## config.mk

```make
export PLATFORM = sky130hd
export DESIGN_NAME = sample_merge_arbiter
export DESIGN_NICKNAME = d
export VERILOG_FILES = /design/src/rtl/sample_merge_pkg.sv /design/src/rtl/sample_fifo.sv /design/src/rtl/sample_merge_arbiter.sv
export SDC_FILE = /design/constraint.sdc
export NUM_CORES = 1
export LEC_CHECK = 0
export CAP_MARGIN = 15
export CORE_AREA = 2 2 294 296
export CTS_BUF_LIST = sky130_fd_sc_hd__clkbuf_16
export CTS_CLUSTER_SIZE = 40
export DETAILED_ROUTE_END_ITERATION = 6
export DIE_AREA = 0 0 296 298
export PLACE_DENSITY = 0.57
export SLEW_MARGIN = 10
export SYNTH_ARGS = -nofsm -noshare
export SYNTH_HDL_FRONTEND = slang
export SYNTH_SLANG_ARGS = --single-unit
```

## constraint.sdc

```tcl
create_clock -name data_clk -period 14.1 [get_ports data_clk]
set_input_delay 2.115 -clock data_clk [delete_from_list [all_inputs] [get_ports data_clk]]
set_output_delay 2.115 -clock data_clk [all_outputs]
set_load 0.02 [all_outputs]
```

## src/rtl/sample_merge_pkg.sv

```systemverilog
// ============================================================================
// Module   : sample_merge_pkg
// Purpose  : Shared constants, FSM encoding and din_iq slicing for the merge arbiter.
// Revision : 1.0 - initial release
// ============================================================================
`default_nettype none

package sample_merge_pkg;

    localparam int NUM_CH       = 4;
    localparam int IQ_WIDTH     = 24;
    localparam int CH_IDX_WIDTH = 2;

    typedef enum logic [0:0] {
        ARB  = 1'b0,
        XFER = 1'b1
    } arb_state_e;

    // Channel 0 sits in the most significant slice of the packed bus.
    function automatic logic [IQ_WIDTH-1:0] chan_slice(
        input logic [NUM_CH*IQ_WIDTH-1:0] iq,
        input logic [CH_IDX_WIDTH-1:0]    ch
    );
        return iq[(NUM_CH-1-int'(ch))*IQ_WIDTH +: IQ_WIDTH];
    endfunction

endpackage

`default_nettype wire

```

## src/rtl/sample_fifo.sv

```systemverilog
// ============================================================================
// Module   : sample_fifo
// Purpose  : Synchronous FIFO; head word visible on dout, push on full allowed only with pop.
// Revision : 1.0 - initial release
// ============================================================================
`default_nettype none

module sample_fifo #(
    parameter int WIDTH = 24,
    parameter int DEPTH = 8
) (
    input  logic                   clk,
    input  logic                   rst,
    input  logic                   push,
    input  logic                   pop,
    input  logic [WIDTH-1:0]       din,
    output logic [WIDTH-1:0]       dout,
    output logic                   full,
    output logic                   empty,
    output logic [$clog2(DEPTH):0] count
);

    localparam int ADDR_W = $clog2(DEPTH);
    localparam int CNT_W  = ADDR_W + 1;

    logic [WIDTH-1:0]  mem_q [DEPTH];
    logic [WIDTH-1:0]  mem_d [DEPTH];
    logic [ADDR_W-1:0] wr_ptr_q, wr_ptr_d;
    logic [ADDR_W-1:0] rd_ptr_q, rd_ptr_d;
    logic [CNT_W-1:0]  count_q,  count_d;
    logic              wr_en;
    logic              rd_en;

    assign full  = (count_q == CNT_W'(DEPTH));
    assign empty = (count_q == '0);
    assign count = count_q;
    assign dout  = mem_q[rd_ptr_q];

    // When full, the write lands in the slot being read out on the same edge.
    assign rd_en = pop && !empty;
    assign wr_en = push && (!full || rd_en);

    always_comb begin
        mem_d    = mem_q;
        wr_ptr_d = wr_ptr_q;
        rd_ptr_d = rd_ptr_q;
        if (wr_en) begin
            mem_d[wr_ptr_q] = din;
            wr_ptr_d        = wr_ptr_q + 1'b1;
        end
        if (rd_en) begin
            rd_ptr_d = rd_ptr_q + 1'b1;
        end
        count_d = count_q + CNT_W'(wr_en) - CNT_W'(rd_en);
    end

    always_ff @(posedge clk) begin
        if (rst) begin
            wr_ptr_q <= '0;
            rd_ptr_q <= '0;
            count_q  <= '0;
        end else begin
            wr_ptr_q <= wr_ptr_d;
            rd_ptr_q <= rd_ptr_d;
            count_q  <= count_d;
        end
    end

    always_ff @(posedge clk) begin
        mem_q <= mem_d;
    end

endmodule

`default_nettype wire

```

## src/rtl/sample_merge_arbiter.sv

```systemverilog
// ============================================================================
// Module   : sample_merge_arbiter
// Purpose  : Four per-channel FIFOs drained round-robin with a burst limit onto a
//            ready/valid stream; optional drop counters under SAMPLE_MERGE_DROP_CNT_EN.
// Revision : 1.0 - initial release
// ============================================================================
`default_nettype none

module sample_merge_arbiter
    import sample_merge_pkg::*;
#(
    parameter int FIFO_DEPTH = 8,
    parameter int BURST_MAX  = 4
) (
    input  logic                       data_clk,
    input  logic                       rst,
    input  logic                       enable,
    input  logic [NUM_CH-1:0]          din_valid,
    input  logic [NUM_CH*IQ_WIDTH-1:0] din_iq,
    output logic                       m_valid,
    input  logic                       m_ready,
    output logic [IQ_WIDTH-1:0]        m_iq,
    output logic [CH_IDX_WIDTH-1:0]    m_chan,
    output logic                       m_last,
    output logic [NUM_CH-1:0]          ovf,
    input  logic                       ovf_clr,
    output logic [NUM_CH*16-1:0]       drop_cnt
);

    localparam int CNT_W  = $clog2(FIFO_DEPTH) + 1;
    localparam int BEAT_W = $clog2(BURST_MAX) + 1;

    arb_state_e                  state_q,    state_d;
    logic [CH_IDX_WIDTH-1:0]     grant_q,    grant_d;
    logic [CH_IDX_WIDTH-1:0]     rr_ptr_q,   rr_ptr_d;
    logic [BEAT_W-1:0]           beat_cnt_q, beat_cnt_d;
    logic                        m_valid_q,  m_valid_d;
    logic [IQ_WIDTH-1:0]         m_iq_q,     m_iq_d;
    logic [CH_IDX_WIDTH-1:0]     m_chan_q,   m_chan_d;
    logic                        m_last_q,   m_last_d;
    logic [NUM_CH-1:0]           ovf_q,      ovf_d;

    logic [NUM_CH-1:0]           wr_req;
    logic [NUM_CH-1:0]           drop;
    logic [NUM_CH-1:0]           fifo_push;
    logic [NUM_CH-1:0]           fifo_pop;
    logic [NUM_CH-1:0]           fifo_full;
    logic [NUM_CH-1:0]           fifo_empty;
    logic [IQ_WIDTH-1:0]         fifo_dout  [NUM_CH];
    logic [CNT_W-1:0]            fifo_count [NUM_CH];

    logic                        found;
    logic                        last_beat;
    logic [CH_IDX_WIDTH-1:0]     search_idx;

    // A full FIFO still takes a sample if its head leaves on the same edge.
    assign wr_req    = din_valid & {NUM_CH{enable}};
    assign drop      = wr_req & fifo_full & ~fifo_pop;
    assign fifo_push = wr_req & ~drop;

    generate
        for (genvar i = 0; i < NUM_CH; i++) begin : g_fifo
            sample_fifo #(
                .WIDTH (IQ_WIDTH),
                .DEPTH (FIFO_DEPTH)
            ) u_fifo (
                .clk   (data_clk),
                .rst   (rst),
                .push  (fifo_push[i]),
                .pop   (fifo_pop[i]),
                .din   (chan_slice(din_iq, CH_IDX_WIDTH'(i))),
                .dout  (fifo_dout[i]),
                .full  (fifo_full[i]),
                .empty (fifo_empty[i]),
                .count (fifo_count[i])
            );
        end
    endgenerate

    always_comb begin
        state_d    = state_q;
        grant_d    = grant_q;
        rr_ptr_d   = rr_ptr_q;
        beat_cnt_d = beat_cnt_q;
        m_valid_d  = m_valid_q && !m_ready;
        m_iq_d     = m_iq_q;
        m_chan_d   = m_chan_q;
        m_last_d   = m_last_q;
        fifo_pop   = '0;
        found      = 1'b0;
        last_beat  = 1'b0;
        search_idx = '0;

        case (state_q)
            ARB: begin
                for (int k = 1; k <= NUM_CH; k++) begin
                    search_idx = rr_ptr_q + CH_IDX_WIDTH'(k);
                    if (!found && !fifo_empty[search_idx]) begin
                        found   = 1'b1;
                        grant_d = search_idx;
                    end
                end
                if (found) begin
                    beat_cnt_d = '0;
                    state_d    = XFER;
                end
            end
            XFER: begin
                if ((!m_valid_q || m_ready) && !fifo_empty[grant_q]) begin
                    // Burst ends on the limit or when the queue runs dry; later pushes wait.
                    last_beat = (beat_cnt_q == BEAT_W'(BURST_MAX - 1)) ||
                                (fifo_count[grant_q] == CNT_W'(1));
                    fifo_pop[grant_q] = 1'b1;
                    m_valid_d  = 1'b1;
                    m_iq_d     = fifo_dout[grant_q];
                    m_chan_d   = grant_q;
                    m_last_d   = last_beat;
                    beat_cnt_d = beat_cnt_q + 1'b1;
                    if (last_beat) begin
                        rr_ptr_d = grant_q;
                        state_d  = ARB;
                    end
                end
            end
            default: state_d = ARB;
        endcase
    end

    // Set takes priority over clear on the same edge.
    assign ovf_d = (ovf_q & ~{NUM_CH{ovf_clr}}) | drop;

    always_ff @(posedge data_clk) begin
        if (rst) begin
            state_q    <= ARB;
            grant_q    <= '0;
            rr_ptr_q   <= CH_IDX_WIDTH'(NUM_CH - 1);
            beat_cnt_q <= '0;
            m_valid_q  <= 1'b0;
            m_iq_q     <= '0;
            m_chan_q   <= '0;
            m_last_q   <= 1'b0;
            ovf_q      <= '0;
        end else begin
            state_q    <= state_d;
            grant_q    <= grant_d;
            rr_ptr_q   <= rr_ptr_d;
            beat_cnt_q <= beat_cnt_d;
            m_valid_q  <= m_valid_d;
            m_iq_q     <= m_iq_d;
            m_chan_q   <= m_chan_d;
            m_last_q   <= m_last_d;
            ovf_q      <= ovf_d;
        end
    end

    assign m_valid = m_valid_q;
    assign m_iq    = m_iq_q;
    assign m_chan  = m_chan_q;
    assign m_last  = m_last_q;
    assign ovf     = ovf_q;

`ifdef SAMPLE_MERGE_DROP_CNT_EN
    generate
        for (genvar i = 0; i < NUM_CH; i++) begin : g_drop_cnt
            logic [15:0] cnt_q, cnt_d, cnt_base;
            // Clear is applied first so a drop on the clearing edge leaves 1.
            always_comb begin
                cnt_base = ovf_clr ? 16'd0 : cnt_q;
                cnt_d    = cnt_base;
                if (drop[i] && (cnt_base != 16'hFFFF)) begin
                    cnt_d = cnt_base + 16'd1;
                end
            end
            always_ff @(posedge data_clk) begin
                if (rst) begin
                    cnt_q <= '0;
                end else begin
                    cnt_q <= cnt_d;
                end
            end
            assign drop_cnt[(NUM_CH-1-i)*16 +: 16] = cnt_q;
        end
    endgenerate
`else
    assign drop_cnt = '0;
`endif

endmodule

`default_nettype wire

```

* After elaboration in Yosys (flattened, before gate mapping)
Index checks and enable logic that the tools add are counted. Widths: inputs -> output; s select.
Cells by class: add/subtract/negate cells 20, multipliers 0, div/mod/pow operators 0, $lt $le $gt $ge 19, eq/ne operators 9, shift-type cells 0, muxes and demuxes 65, bitwise logic cells 19, reductions and logical operators 49
Operators by type and width (number):
- $bwmux 192 | 4
- $mux 24 | 14
- $bmux 24 s3 | 4
- $demux 24 s3 | 4
- $bmux 24 s2 | 1
- $ge 4x4->1 const B | 8
- $not 3->4 | 8
- $add 3x1->3 const B | 9
- $and 4x4->4 | 5
- $mux 1 | 19
- $logic_and 1x1->1 | 18
- $logic_not 1->1 | 17
- $add 4x1->4 | 4
- $eq 4x4->1 const B | 4
- $logic_not 4->1 | 4
- $lt 4x1->1 const B | 4
- $mux 4 | 4
- $sub 4x1->4 | 4
- $lt 2x3->1 const B | 5
- $not 4->4 | 3
- $bmux 1 s2 | 5
- $bmux 4 s2 | 1
- $mux 2 | 4
- $logic_or 1x1->1 | 6
- 18 further kinds | 22
Storage, ports and cells: flip-flop bits (word level) 848, bits in latches 0, memory bits (writable) 0, bits in read-only memories 0, output and inout port bits 96, logic and storage cells 234, memories kept 0

* Depth between registers and ports, before layout
Gate-level depths: netlist (run 1).
depth after elaboration 19, mapped depth 12

* Cells and area by module
A second synthesis (run 1) with hierarchy kept.
Unflattened totals: cells, all modules 1780, area, all modules 34454.3 µm²
Modules (own cells, without submodules):
- sample_fifo (g_fifo[0].u_fifo ...) | times used 3, cells an instance 365, area each 7910.1 µm²
- sample_fifo (g_fifo[3].u_fifo) | times used 1, cells an instance 366, area each 7900.1 µm²
- sample_merge_arbiter | times used 1, cells an instance 319, area each 2824.0 µm²

* Worst setup path before layout (run 1)
OpenSTA, ideal clock, no wires.
kind input-to-reg, start input m_ready, end register g_fifo[3].u_fifo.mem_q[120] (netlist name), enable pin, arrival time 5515 ps, required time 13625 ps, path slack 8110 ps, stages on the path 5, buffers on the path 0, cell sequence nor2b_1 or4b_4 nand3_2 nand3_4 nor4b_1
On the way: longest elaborated chain between the ends 9
Ends and longest elaborated chain:
- start: declaration | line sample_merge_arbiter.sv:21 | input logic m_ready,
- $logic_or 1x1->1 (*) | line sample_merge_arbiter.sv:109 | if ((!m_valid_q || m_ready) && !fifo_empty[grant_q]) begin
- $logic_and 1x1->1 (*) | line sample_merge_arbiter.sv:109
- $mux 4 (*) | line sample_merge_arbiter.sv:109
- $mux 4 (*) | line sample_merge_arbiter.sv:94 | case (state_q)
- $not 4->4 | line sample_merge_arbiter.sv:58 | assign drop = wr_req & fifo_full & ~fifo_pop;
- $and 4x4->4 | line sample_merge_arbiter.sv:58
- $not 4->4 | line sample_merge_arbiter.sv:59 | assign fifo_push = wr_req & ~drop;
- $and 4x4->4 | line sample_merge_arbiter.sv:59
- $logic_and 1x1->1 (*) | line sample_fifo.sv:41 | assign wr_en = push && (!full || rd_en);
- end signal: assignment | line sample_fifo.sv:70 | mem_q <= mem_d;
- end: declaration | line sample_fifo.sv:26 | logic [WIDTH-1:0] mem_q [DEPTH];
Mark *: on every way between the ends. The rest lies on a longest branch, timed or not. A chain may end at the register's enable or synchronous reset.

* Final worst setup path (run 1)
start input m_ready, end register g_fifo[0].u_fifo.mem_q[37] (netlist name), enable pin
On the way: longest elaborated chain between the ends 9
Ends and longest elaborated chain:
- $logic_or 1x1->1 (*) | line sample_merge_arbiter.sv:109
- $logic_and 1x1->1 (*) | line sample_merge_arbiter.sv:109
- $mux 4 (*) | line sample_merge_arbiter.sv:109
- $mux 4 (*) | line sample_merge_arbiter.sv:94
- $not 4->4 | line sample_merge_arbiter.sv:58
- $and 4x4->4 | line sample_merge_arbiter.sv:58
- $not 4->4 | line sample_merge_arbiter.sv:59
- $and 4x4->4 | line sample_merge_arbiter.sv:59
- $logic_and 1x1->1 (*) | line sample_fifo.sv:41
- via g_fifo[0].u_fifo.wr_en | line sample_fifo.sv:31 | logic wr_en;
- end signal: assignment | line sample_fifo.sv:70
- end: declaration | line sample_fifo.sv:26
Mark *: on every way through the listed nets, which the timed path passes. The rest lies on a longest branch.

==> results of run 1 <==
-- registers in the layout, indices dropped and copies added, names as in the netlist, 3 cells and up --
| name | flops |
|---|---|
| g_fifo.u_fifo.wr_ptr_q | 12 |
| ovf | 4 |
| g_fifo.u_fifo.rd_ptr_q | 12 |
| g_fifo.u_fifo.mem_q | 768 |
| g_fifo.u_fifo.count | 16 |
| m_iq | 24 |
| beat_cnt_q | 3 |
-- final timing paths --
check                                start                         end  cells past startpoint
worst max register to register  grant_q[1]  g_fifo[2].u_fifo.mem_q[40]                      8
worst min-delay path                ovf[0]                      ovf[0]                      2
worst min register to register      ovf[0]                      ovf[0]                      2
worst max-delay path               m_ready  g_fifo[0].u_fifo.mem_q[37]                      8
-- cells by family after synthesis --
group,Yosys count,share of synthesized area [%]
AND/OR/NAND/NOR,265,4.23
other,1,0.0111
flip-flops,848,73.3
AO/OA/AOI/OAI,237,5.05
multiplexers,346,12.2
buffers and inverters,199,3.24
XOR/XNOR,18,0.468
adder cells (fa/ha/maj),37,1.46
-- tightest hold or removal path, delay by kind of cell (launching register included) --
family	cells	cell delay [ns]
AOI/OAI and AO/OA	1	0.05
DFF	1	0.32
and+or+nand+nor	1	0.06
-- area by class of cell --
class | instances | area (µm²)
inverters | 34 | 129
repair buffers | 186 | 1760
fillers | 7291 | 45800
clock inverters | 74 | 572
clock buffers | 90 | 2250
flip-flops and latches | 848 | 24700
diodes | 1 | 2.50
multi-input cells | 967 | 8300
well taps | 1144 | 1430
-- cells in the mapped netlist (8+ instances only) --
master,n,area [µm²]
edfxtp_1,768,23100
mux2i_1,290,2900
o22ai_1,96,601
dfxtp_1,80,1600
nor2_1,80,300
buf_4,73,548
nor3_1,58,290
mux4_2,52,1170
clkbuf_1,50,188
a22oi_1,47,353
buf_2,37,185
ha_1,33,413
inv_1,31,116
nand2_1,29,109
and3_1,25,156
a22o_1,23,201
a311oi_1,23,201
a21oi_1,17,85.1
xnor2_1,11,96.3
nor2b_1,10,62.6
nor4b_1,8,70.1
-- routing by layer --
metal,GRT usage (%),share of wire [%],routed length [µm],vias to the layer above
met5,0,0.046,36,-
met4,5.03,2.4,1860,6
met3,2.70,5.3,4150,111
met2,28.6,48,37700,526
met1,24.7,44,34300,8959
li1,-,-,-,7959
-- through the flow --
stage | worst slack, ns | instances | util, % | instance area [µm²] | power (mW)
floorplan | 8.11 | 2014 | - | 33900 | 3.60
finish | 9.85 | 3344 | 46.1 | 39100 | 6.20
CTS | 9.85 | 3340 | 46.0 | 39100 | 6.26
detailed placement | 9.20 | 3176 | 42.7 | 36300 | 4.02
global route | 9.70 | 3343 | 46.1 | 39100 | 6.44
global placement | 9.06 | 3175 | 42.7 | 36200 | 3.99
-- placed cells by master, fill, tap and decap left out, types with 10 or more instances in the layout --
master           netlist  routed
edfxtp_1             768     768
mux2i_1              290     290
clkdlybuf4s50_1        0     135
o22ai_1               96      96
clkbuf_16              0      90
dfxtp_1               80      75
nor2_1                80      71
conb_1                 1      64
inv_1                 31      53
mux4_2                52      52
nor3_1                58      50
a22oi_1               47      47
buf_4                 73      46
ha_1                  33      33
nand2_1               29      29
and3_1                25      25
a22o_1                23      23
a311oi_1              23      23
clkinv_1               0      23
a21oi_1               17      17
clkinv_2               1      13
xnor2_1               11      11
nor2b_1               10      10
-- power groups by stage --
| stage | logic, mW | registers [mW] | clock network (mW) |
|---|---|---|---|
| after floorplan | 0.603 | 3.00 | 0 |
| after global placement | 0.965 | 3.02 | 0 |
| after detailed placement | 0.988 | 3.03 | 0 |
| final | 0.984 | 2.98 | 2.23 |
| after CTS | 0.995 | 2.98 | 2.29 |
| after global routing | 1.07 | 2.99 | 2.38 |
==> results by group, run 1 <==
Route
  – DR WL/cell: 23.3 µm
  – Remaining DRCs: 0
  – Detailed Route WL: between 70000 and 80000 µm
  – Initial DRC count: 1367
  – Antenna Violating Nets Remaining: 0
  – Pre-antenna DRT Iters: 5
  – Via density: roughly 5.3
  – Vias after detailed routing: around 18000

Placed design
  – HPWL after detailed placement: 50500 µm
  – Final Wtd Congestion: ~0.83
  – Number of port buffers: roughly 140

Pwr
  – VDD IR max: ~0.12 mV
  – Switch share: 27.3%
  – P_int: about 4.5 mW
  – Sw power: about 1.7 mW
  – Gate power share: between 10% and 20%
  – Cell Pwr Density: about 160 nW/µm²
  – Lkg Pwr: ~12 nW
  – Sequential share of power: just under 50%
  – Clk pwr share: between 30 and 40%

Critical path
  – Slowest CP cell: nor2_2
  – Crit-path most repeated cell: nand2b_1
  – Setup slack, reg-to-reg: between 10 and 15 ns
  – Crit path cell chain: clkdlybuf4s50_1, nand2b_1, nand4_1, a31oi_1, buf_4, nand2b_1, nor2_2, buf_8
  – Critical Path AT: about 4.6 ns
  – Critical Path Max Stage Delay: between 0.6 and 0.7 ns
  – Critical path fanouts, max: 13
  – Crit path buffers/inverters: 3
  – Crit Path Class: input port to flop
  – Crit path max-delay family: simple AND/OR/NAND/NOR gates
  – WP data required: about 14 ns
  – CP endpoint kind: flop
  – Crit start category: input port

Floorplan
  – Cell row count: 107
  – Die Ht: slightly below 300 µm
  – Die Width: around 300 µm
  – Core area: 84900 µm²
  – Initial core utilization: roughly two fifths
  – DIE AREA: about 88000 µm²
  – Ports: between 200 and 250

Synthesis
  – Synth Cell Area: 33700 µm²
  – Synth warn: 0
  – Synth Instances: ~2000
  – FF+latch count, synth: ~850
  – Post-synth EDFFs: around 770
  – Ys flop type: edfxtp_1
  – Seq/Total Area, Yosys: around three quarters
  – Async SR Flop Fraction: 0%
  – Avg Cell Area, Syn: about 17 µm²
  – Distinct cells, synth: 70

Clock tree
  – Total CTS buffers: just under 90
  – Post-CTS Setup Bufs: 0
  – Deepest level of the CTS H-tree: 3
  – CTS tree: done
  – Sink Count: between 800 and 900
  – CTS Buffer Depth: 3
  – Clk_lat worst skew: 0.64 ns
  – CTS resizes: 0
  – Clk pin slew, worst setup/hold paths: approximately 0.06 ns
  – Clock Tree Root: clkbuf_16
  – Hold-fix buffers at CTS: 0

Status
  – Outcome: complete, no violations

Flow run
  – MaxCap Viol Count: 0

Global route
  – Initial antenna violation count: 6
  – Largest net degree at the start of global routing: 82
  – Number of global-route vias before repair: 17600
  – First-pass GRT wire length: about 110000 µm
  – Gr ovfl total: 0
  – GRT Overall Usage: 17.6%

Timing
  – Slew @ Worst Pin: ~1.2 ns
  – Final period util: 30.1%
  – FMAX: 0.235 GHz
  – Fin. max-slew vios: 0
  – Fin Clk Skew: about 0.045 ns
  – Setup TNS: 0 ns
  – Min Hold Slack: 0.480 ns
  – # setup viols final: 0
  – Relative slew slack: between 20% and 30%
  – RSZ-0062 raised after global routing: no
  – Crit path time final: about 4.2 ns
  – Fin. Hold Viols: 0

Layout
  – Post-layout nets: 2267
  – Share of cells above drive strength 1: 12.7%
  – Area Growth Syn to Fin: 16.3%

Worst hold path
  – Worst hold path class: flop to flop
(Power assumes the default switching activity.)
==> run 2: changes to the inputs <==
PLACE_DENSITY = 0.59   (was 0.57)
clock period = 3.9 ns   (was 14.1 ns; I/O delays follow)
==> run 2 against run 1 <==
Non-clock buffer count grew 21. Wire length grew 1.1%. Worst hold slack lost 0.082 ns. Final cell count grew 0.69%.
==> results by group, run 2 (synthesis results as in run 1) <==
Timing
  – Fin worst setup slack: 0.700 ns (-9.15 ns)
  – # setup viols final: 0 (unchanged)
  – Fin. max-slew vios: 0 (unchanged)
  – FMAX: 0.312 GHz
  – RSZ-0062 raised after global routing: no
  – Fin. Hold Viols: 0 (unchanged)
  – Relative slew slack: 42.9% (+22 points)
  – Final period util: roughly 82%
  – Setup TNS: 0 ns (unchanged)
  – Crit path time final: around 3.2 ns
  – Fin Clk Skew: 0.0344 ns (-0.0104 ns)
  – Slew @ Worst Pin: 0.854 ns (-0.330 ns)

Route
  – Pre-antenna DRT Iters: 5 (unchanged)
  – Antenna Violating Nets Remaining: 0 (unchanged)
  – Vias after detailed routing: 17800 (+1.2%)
  – Via density: 5.28 (+0.49%)
  – DR WL/cell: 23.4 µm (+0.36%)
  – Remaining DRCs: 0 (unchanged)
  – Initial DRC count: 1284 (-6.1%)
  – Detailed Route WL: 78900 µm (+1.1%)

Flow run
  – MaxCap Viol Count: 0 (unchanged)

Layout
  – Share of cells above drive strength 1: 13.7% (+1.0 points)
  – Largest register by flop count: g_fifo.u_fifo.mem_q
  – Area Growth Syn to Fin: 17.2%
  – Max reg flops: 768 (unchanged)
  – Post-layout nets: 2289 (+0.97%)
  – Commonest non-fill, non-tap cell in the layout: edfxtp_1
  – Number of fill cells: 7270 (-0.29%)
  – Final Instance Area: 39400 µm² (+0.83%)
  – Leading cell types in the layout, fill and taps excluded: edfxtp_1, mux2i_1, clkdlybuf4s50_1, o22ai_1, clkbuf_16
  – ANT cells: 0 (-1)
  – Fin cells: 3367 (+0.69%)

Placed design
  – Final Wtd Congestion: 0.839 (+0.67%)
  – HPWL after detailed placement: 51500 µm (+2.0%)
  – Dpl ws: 0.579 ns (-8.62 ns)
  – Number of port buffers: 136 (unchanged)
  – Dpl cell area: 36500 µm² (+0.76%)
  – Placed insts: 3199 (+0.72%)

Critical path
  – Crit-path most repeated cell: nand3_1
  – R2R Path Start: grant_q[1]
  – Slowest CP cell: and2b_2
  – Crit path cell chain: and2b_2, nand4_4, nand3_1, nand3_1, inv_2, nand2_1, nor3b_2, buf_4
  – Crit Path Class: flop to flop
  – Crit path buffers/inverters: 2 (-1)
  – WP data required: 4.19 ns (-10.24 ns)
  – Setup slack, reg-to-reg: 0.70 ns (-10.21 ns)
  – Critical Path Max Stage Delay: 0.57 ns (-0.10 ns)
  – Crit path max-delay family: simple AND/OR/NAND/NOR gates
  – CP endpoint: g_fifo[2].u_fifo.mem_q[28]
  – CP endpoint kind: flop
  – Crit path depth: 8 (unchanged)
  – Critical path fanouts, max: 25 (+12)
  – Crit start category: flop
  – Worst Reg-to-Reg Cells: 8 (unchanged)
  – Critical Path AT: 3.49 ns (-1.09 ns)
  – Crit. Startpoint: grant_q[1]
  – FF-to-FF End: g_fifo[2].u_fifo.mem_q[28]

Pwr
  – Switch share: 27.4% (+0.068 points)
  – P_int: 16.5 mW (+270%)
  – Gate power share: 16.1% (+0.2 points)
  – Sequential share of power: 47.4% (-0.7 points)
  – Cell Pwr Density: 575 nW/µm² (+260%)
  – Clk pwr share: 36.5% (+0.5 points)
  – VDD IR max: 0.396 mV (+230%)
  – Lkg Pwr: 12.4 nW (+1.3%)
  – Sw power: 6.21 mW (+270%)

Floorplan
  – DIE AREA: 88200 µm² (unchanged)
  – Ports: 201 (unchanged)
  – Die Ht: 298 µm (unchanged)
  – Die Width: 296 µm (unchanged)
  – Initial core utilization: 39.6% (unchanged)
  – Cell row count: 107 (unchanged)
  – Core area: 84900 µm² (unchanged)

Clock tree
  – Sink Count: 848 (unchanged)
  – Post-CTS Setup Bufs: 0 (unchanged)
  – Deepest level of the CTS H-tree: 3 (unchanged)
  – Total CTS buffers: 89 (+1.1%)
  – CTS Buffer Depth: 3 (unchanged)
  – Clock Tree Root: clkbuf_16
  – CTS resizes: 0 (unchanged)
  – Hold-fix buffers at CTS: 0 (unchanged)
  – Clk pin slew, worst setup/hold paths: 0.06 ns (about the same)
  – CTS tree: done
  – Clk_lat worst skew: 0.65 ns (about the same)

Global route
  – Initial antenna violation count: 7 (+1)
  – Number of global-route vias before repair: 18200 (+3.1%)
  – First-pass GRT wire length: 116000 µm (+1.2%)
  – Largest net degree at the start of global routing: 49 (-40%)
  – GRT Overall Usage: 17.8% (+0.21 points)
  – Gr ovfl total: 0 (unchanged)

Worst hold path
  – Worst hold path class: input port to flop
  – Min-Delay Startpoint: rst

Status
  – Outcome: complete, no violations
[run 2: area by class of cell]
class	instances	area, µm²	share of cell area [%]
Clock buffer	90	2250	5.71
Clock inverter	77	652	1.65
Inverter	34	129	0.327
Multi-Input combinational cell	967	8370	21.2
Sequential cell	848	24700	62.6
Tap cell	1144	1430	3.63
Timing Repair Buffer	207	1930	4.90
[run 2: metrics by stage]
step / utilization (%) / total power, mW / hold WS [ns]
after floorplan: - / 13.0 / 0.472
after global placement: 43.0 / 14.5 / 0.487
after detailed placement: 43.0 / 14.6 / 0.484
after CTS: 46.5 / 22.9 / 0.370
after global routing: 46.5 / 23.6 / 0.413
final: 46.5 / 22.7 / 0.398
[run 2: worst register-to-register path, stage by stage, from the launching register on]
cell	delay (ns)
dfxtp_1	0.56
and2b_2	0.58
nand4_4	0.20
nand3_1	0.16
nand3_1	0.33
inv_2	0.26
nand2_1	0.18
nor3b_2	0.22
buf_4	0.37
[run 2: per-layer routing]
layer | track usage, % | up-vias | wire length (µm)
met5 | 0 | - | 18
met4 | 6.14 | 4 | 2380
met3 | 3.66 | 130 | 5340
met2 | 29.0 | 603 | 37900
met1 | 23.9 | 9043 | 33200
li1 | - | 7988 | -
[run 2: worst min path at each step]
stage | end | slack [ns] | depth (start not counted)
2_1_floorplan | beat_cnt_q[1] | 0.47 | 2
3_3_place_gp | beat_cnt_q[1] | 0.49 | 2
3_5_place_dp | ovf[3] | 0.48 | 2
4_1_cts | g_fifo[2].u_fifo.rd_ptr_q[1] | 0.37 | 2
5_1_grt | g_fifo[2].u_fifo.wr_ptr_q[0] | 0.41 | 2
6_report | g_fifo[2].u_fifo.rd_ptr_q[1] | 0.40 | 2
[run 2: power by group through the flow]
stage,logic (mW),registers (mW),clock network [mW]
finish,3.65,10.8,8.28
global route,3.95,10.8,8.82
CTS,3.67,10.8,8.46
detailed placement,3.65,10.9,0
global placement,3.59,10.9,0
floorplan,2.19,10.8,0
==> run 3: changes to the inputs <==
PLACE_DENSITY = 0.57   (was 0.59)
clock period = 3.05 ns   (was 3.9 ns; I/O delays follow)
==> run 3 against run 2 <==
Combinational power increased by 39%. Final cell count rose by 0.36%. Sequential power rose by 27%. Wire length rose by 0.36%. Worst hold slack got worse by 0.049 ns. Sequential share of layout area is 0.77 points lower. Clock skew grew 0.025 ns. Design area grew 1.2%. Global-route usage up 0.070 points. Maximum frequency is 19% higher. Die area is the same. Critical endpoint is now g_fifo[3].u_fifo.count[2].
==> results by group, run 3 (synthesis results as in run 1) <==
Clock tree
  – CTS resizes: 0 (unchanged)
  – Clk_lat worst skew: 0.67 ns (+0.02 ns)
  – Post-CTS Setup Bufs: 0 (unchanged)
  – Sink Count: 848 (unchanged)
  – CTS tree: done
  – Total CTS buffers: 88 (-1.1%)
  – Clk pin slew, worst setup/hold paths: 0.06 ns (about the same)
  – Clock Tree Root: clkbuf_16
  – Hold-fix buffers at CTS: 0 (unchanged)
  – CTS Buffer Depth: 3 (unchanged)
  – Deepest level of the CTS H-tree: 3 (unchanged)

Timing
  – Slew @ Worst Pin: 0.741 ns (-0.113 ns)
  – Fin. Hold Viols: 0 (unchanged)
  – RSZ-0062 raised after global routing: no
  – # setup viols final: 0 (unchanged)
  – Min Hold Slack: 0.349 ns (-0.0493 ns)
  – FMAX: 0.372 GHz (+19%)
  – Final period util: 88.0% (+6.0 points)
  – Fin. max-slew vios: 0 (unchanged)
  – Crit path time final: 2.69 ns (-0.515 ns)
  – Setup TNS: 0 ns (unchanged)
  – Fin Clk Skew: 0.0595 ns (+0.0251 ns)
  – Relative slew slack: 50.6% (+7.7 points)

Critical path
  – Setup slack, reg-to-reg: 0.36 ns (-0.33 ns)
  – FF-to-FF End: g_fifo[3].u_fifo.count[2]
  – Critical path fanouts, max: 10 (-60%)
  – Crit Path Class: flop to flop
  – CP endpoint kind: flop
  – R2R Path Start: g_fifo[3].u_fifo.count[2]
  – Critical Path AT: 3.15 ns (-0.34 ns)
  – Crit start category: flop
  – WP data required: 3.52 ns (-0.67 ns)
  – Worst Reg-to-Reg Cells: 12 (+4)

Floorplan
  – Initial core utilization: 39.6% (unchanged)
  – Core area: 84900 µm² (unchanged)
  – Die Width: 296 µm (unchanged)
  – Cell row count: 107 (unchanged)
  – Ports: 201 (unchanged)
  – DIE AREA: 88200 µm² (unchanged)
  – Die Ht: 298 µm (unchanged)

Placed design
  – Number of port buffers: 136 (unchanged)
  – Final Wtd Congestion: 0.819 (-2.4%)
  – HPWL after detailed placement: 52100 µm (+1.2%)

Route
  – Pre-antenna DRT Iters: 5 (unchanged)
  – DR WL/cell: 23.4 µm (about the same)
  – Initial DRC count: 1222 (-4.8%)
  – Via density: 5.25 (-0.50%)
  – Antenna Violating Nets Remaining: 0 (unchanged)
  – Detailed Route WL: 79100 µm (+0.36%)
  – Vias after detailed routing: 17700 (-0.15%)
  – Remaining DRCs: 0 (unchanged)

Layout
  – Leading cell types in the layout, fill and taps excluded: edfxtp_1, mux2i_1, clkdlybuf4s50_1, o22ai_1, clkbuf_16
  – ANT cells: 0 (unchanged)
  – Commonest non-fill, non-tap cell in the layout: edfxtp_1
  – Share of cells above drive strength 1: 14.6% (+0.87 points)
  – Post-layout nets: 2306 (+0.74%)
  – Largest register by flop count: g_fifo.u_fifo.mem_q
  – Area Growth Syn to Fin: 18.7%
  – Number of fill cells: 7187 (-1.1%)
  – Max reg flops: 768 (unchanged)

Pwr
  – VDD IR max: 0.495 mV (+25%)
  – Cell Pwr Density: 722 nW/µm² (+26%)
  – Lkg Pwr: 12.5 nW (+0.69%)

Worst hold path
  – WHS Endpoint: g_fifo[2].u_fifo.rd_ptr_q[0]
  – Min-Delay Startpoint: rst
  – Worst hold path class: input port to flop
  – Worst Hold Depth: 2 (unchanged)

Global route
  – Number of global-route vias before repair: 18000 (-1.2%)
  – Gr ovfl total: 0 (unchanged)
  – First-pass GRT wire length: 116000 µm (-0.13%)
  – Largest net degree at the start of global routing: 65 (+33%)
  – GRT Overall Usage: 17.9% (+0.070 points)
  – Initial antenna violation count: 6 (-1)

Flow run
  – MaxCap Viol Count: 0 (unchanged)

Status
  – Outcome: complete, no violations
run 3: changes by cell type in the layout (fill, tap and decap cells not counted), sizes merged:
| cell | change |
|---|---|
| buf | +18 |
| clkbuf | -2 |
| inv | -5 |
| clkinvlp | -1 |
| bufinv | -5 |
| clkinv | +7 |
run 3: worst max-delay path, cell delays in order (launching register included):
cell and delay [ns]:
dfxtp_1 0.33, inv_1 0.08, ha_1 0.19, nor3b_2 0.21, or4b_4 0.53, inv_1 0.09, ha_1 0.22, inv_1 0.06
ha_1 0.16, inv_1 0.06, fa_1 0.40, xor2_1 0.16, nor2_1 0.05
run 3: worst max path at each step:
stage	from	to	slack [ns]	cells after the start
after CTS	g_fifo[3].u_fifo.count[2]	g_fifo[3].u_fifo.count[2]	0.34	12
after floorplan	g_fifo[1].u_fifo.count[2]	g_fifo[1].u_fifo.mem_q[120]	-0.17	7
final	g_fifo[3].u_fifo.count[2]	g_fifo[3].u_fifo.count[2]	0.36	12
after global routing	g_fifo[3].u_fifo.count[2]	g_fifo[3].u_fifo.count[2]	0.16	12
after global placement	m_ready	g_fifo[3].u_fifo.count[2]	0.08	11
after detailed placement	m_ready	g_fifo[3].u_fifo.count[2]	0.10	11
run 3: through the flow:
stage                     power (mW)  instance area [µm²]  utilization, %  worst slack, ns  cells
after global placement          18.9                37200            43.8           0.0839   3218
after global routing            30.0                39900            47.1            0.159   3379
after detailed placement        19.0                37200            43.8            0.101   3218
final                           28.9                39900            47.1            0.365   3379
after CTS                       29.1                39900            47.1            0.341   3379
after floorplan                 16.7                34100               -           -0.167   2014
run 3: layer usage:
metal	routed length, µm	GRT usage, %
met1	33100	23.7
met2	38600	29.4
met3	4870	3.63
met4	2500	6.29
met5	39	0
run 3: layout make-up:
| type | count | area [µm²] | area share, % |
|---|---|---|---|
| tap | 1144 | 1430 | 3.58 |
| clock buffer | 88 | 2200 | 5.51 |
| inverter | 34 | 129 | 0.323 |
| clock inverter | 73 | 549 | 1.38 |
| multi-input combinational | 967 | 8450 | 21.1 |
| sequential | 848 | 24700 | 61.8 |
| timing repair buffer | 225 | 2500 | 6.27 |
run 3: where the power goes:
part	switching, mW	leakage (nW)	internal [mW]
clock	4.51	1.41	5.57
sequential	0.510	7.59	13.2
combinational	3.01	3.52	2.04
total	8.03	12.5	20.8
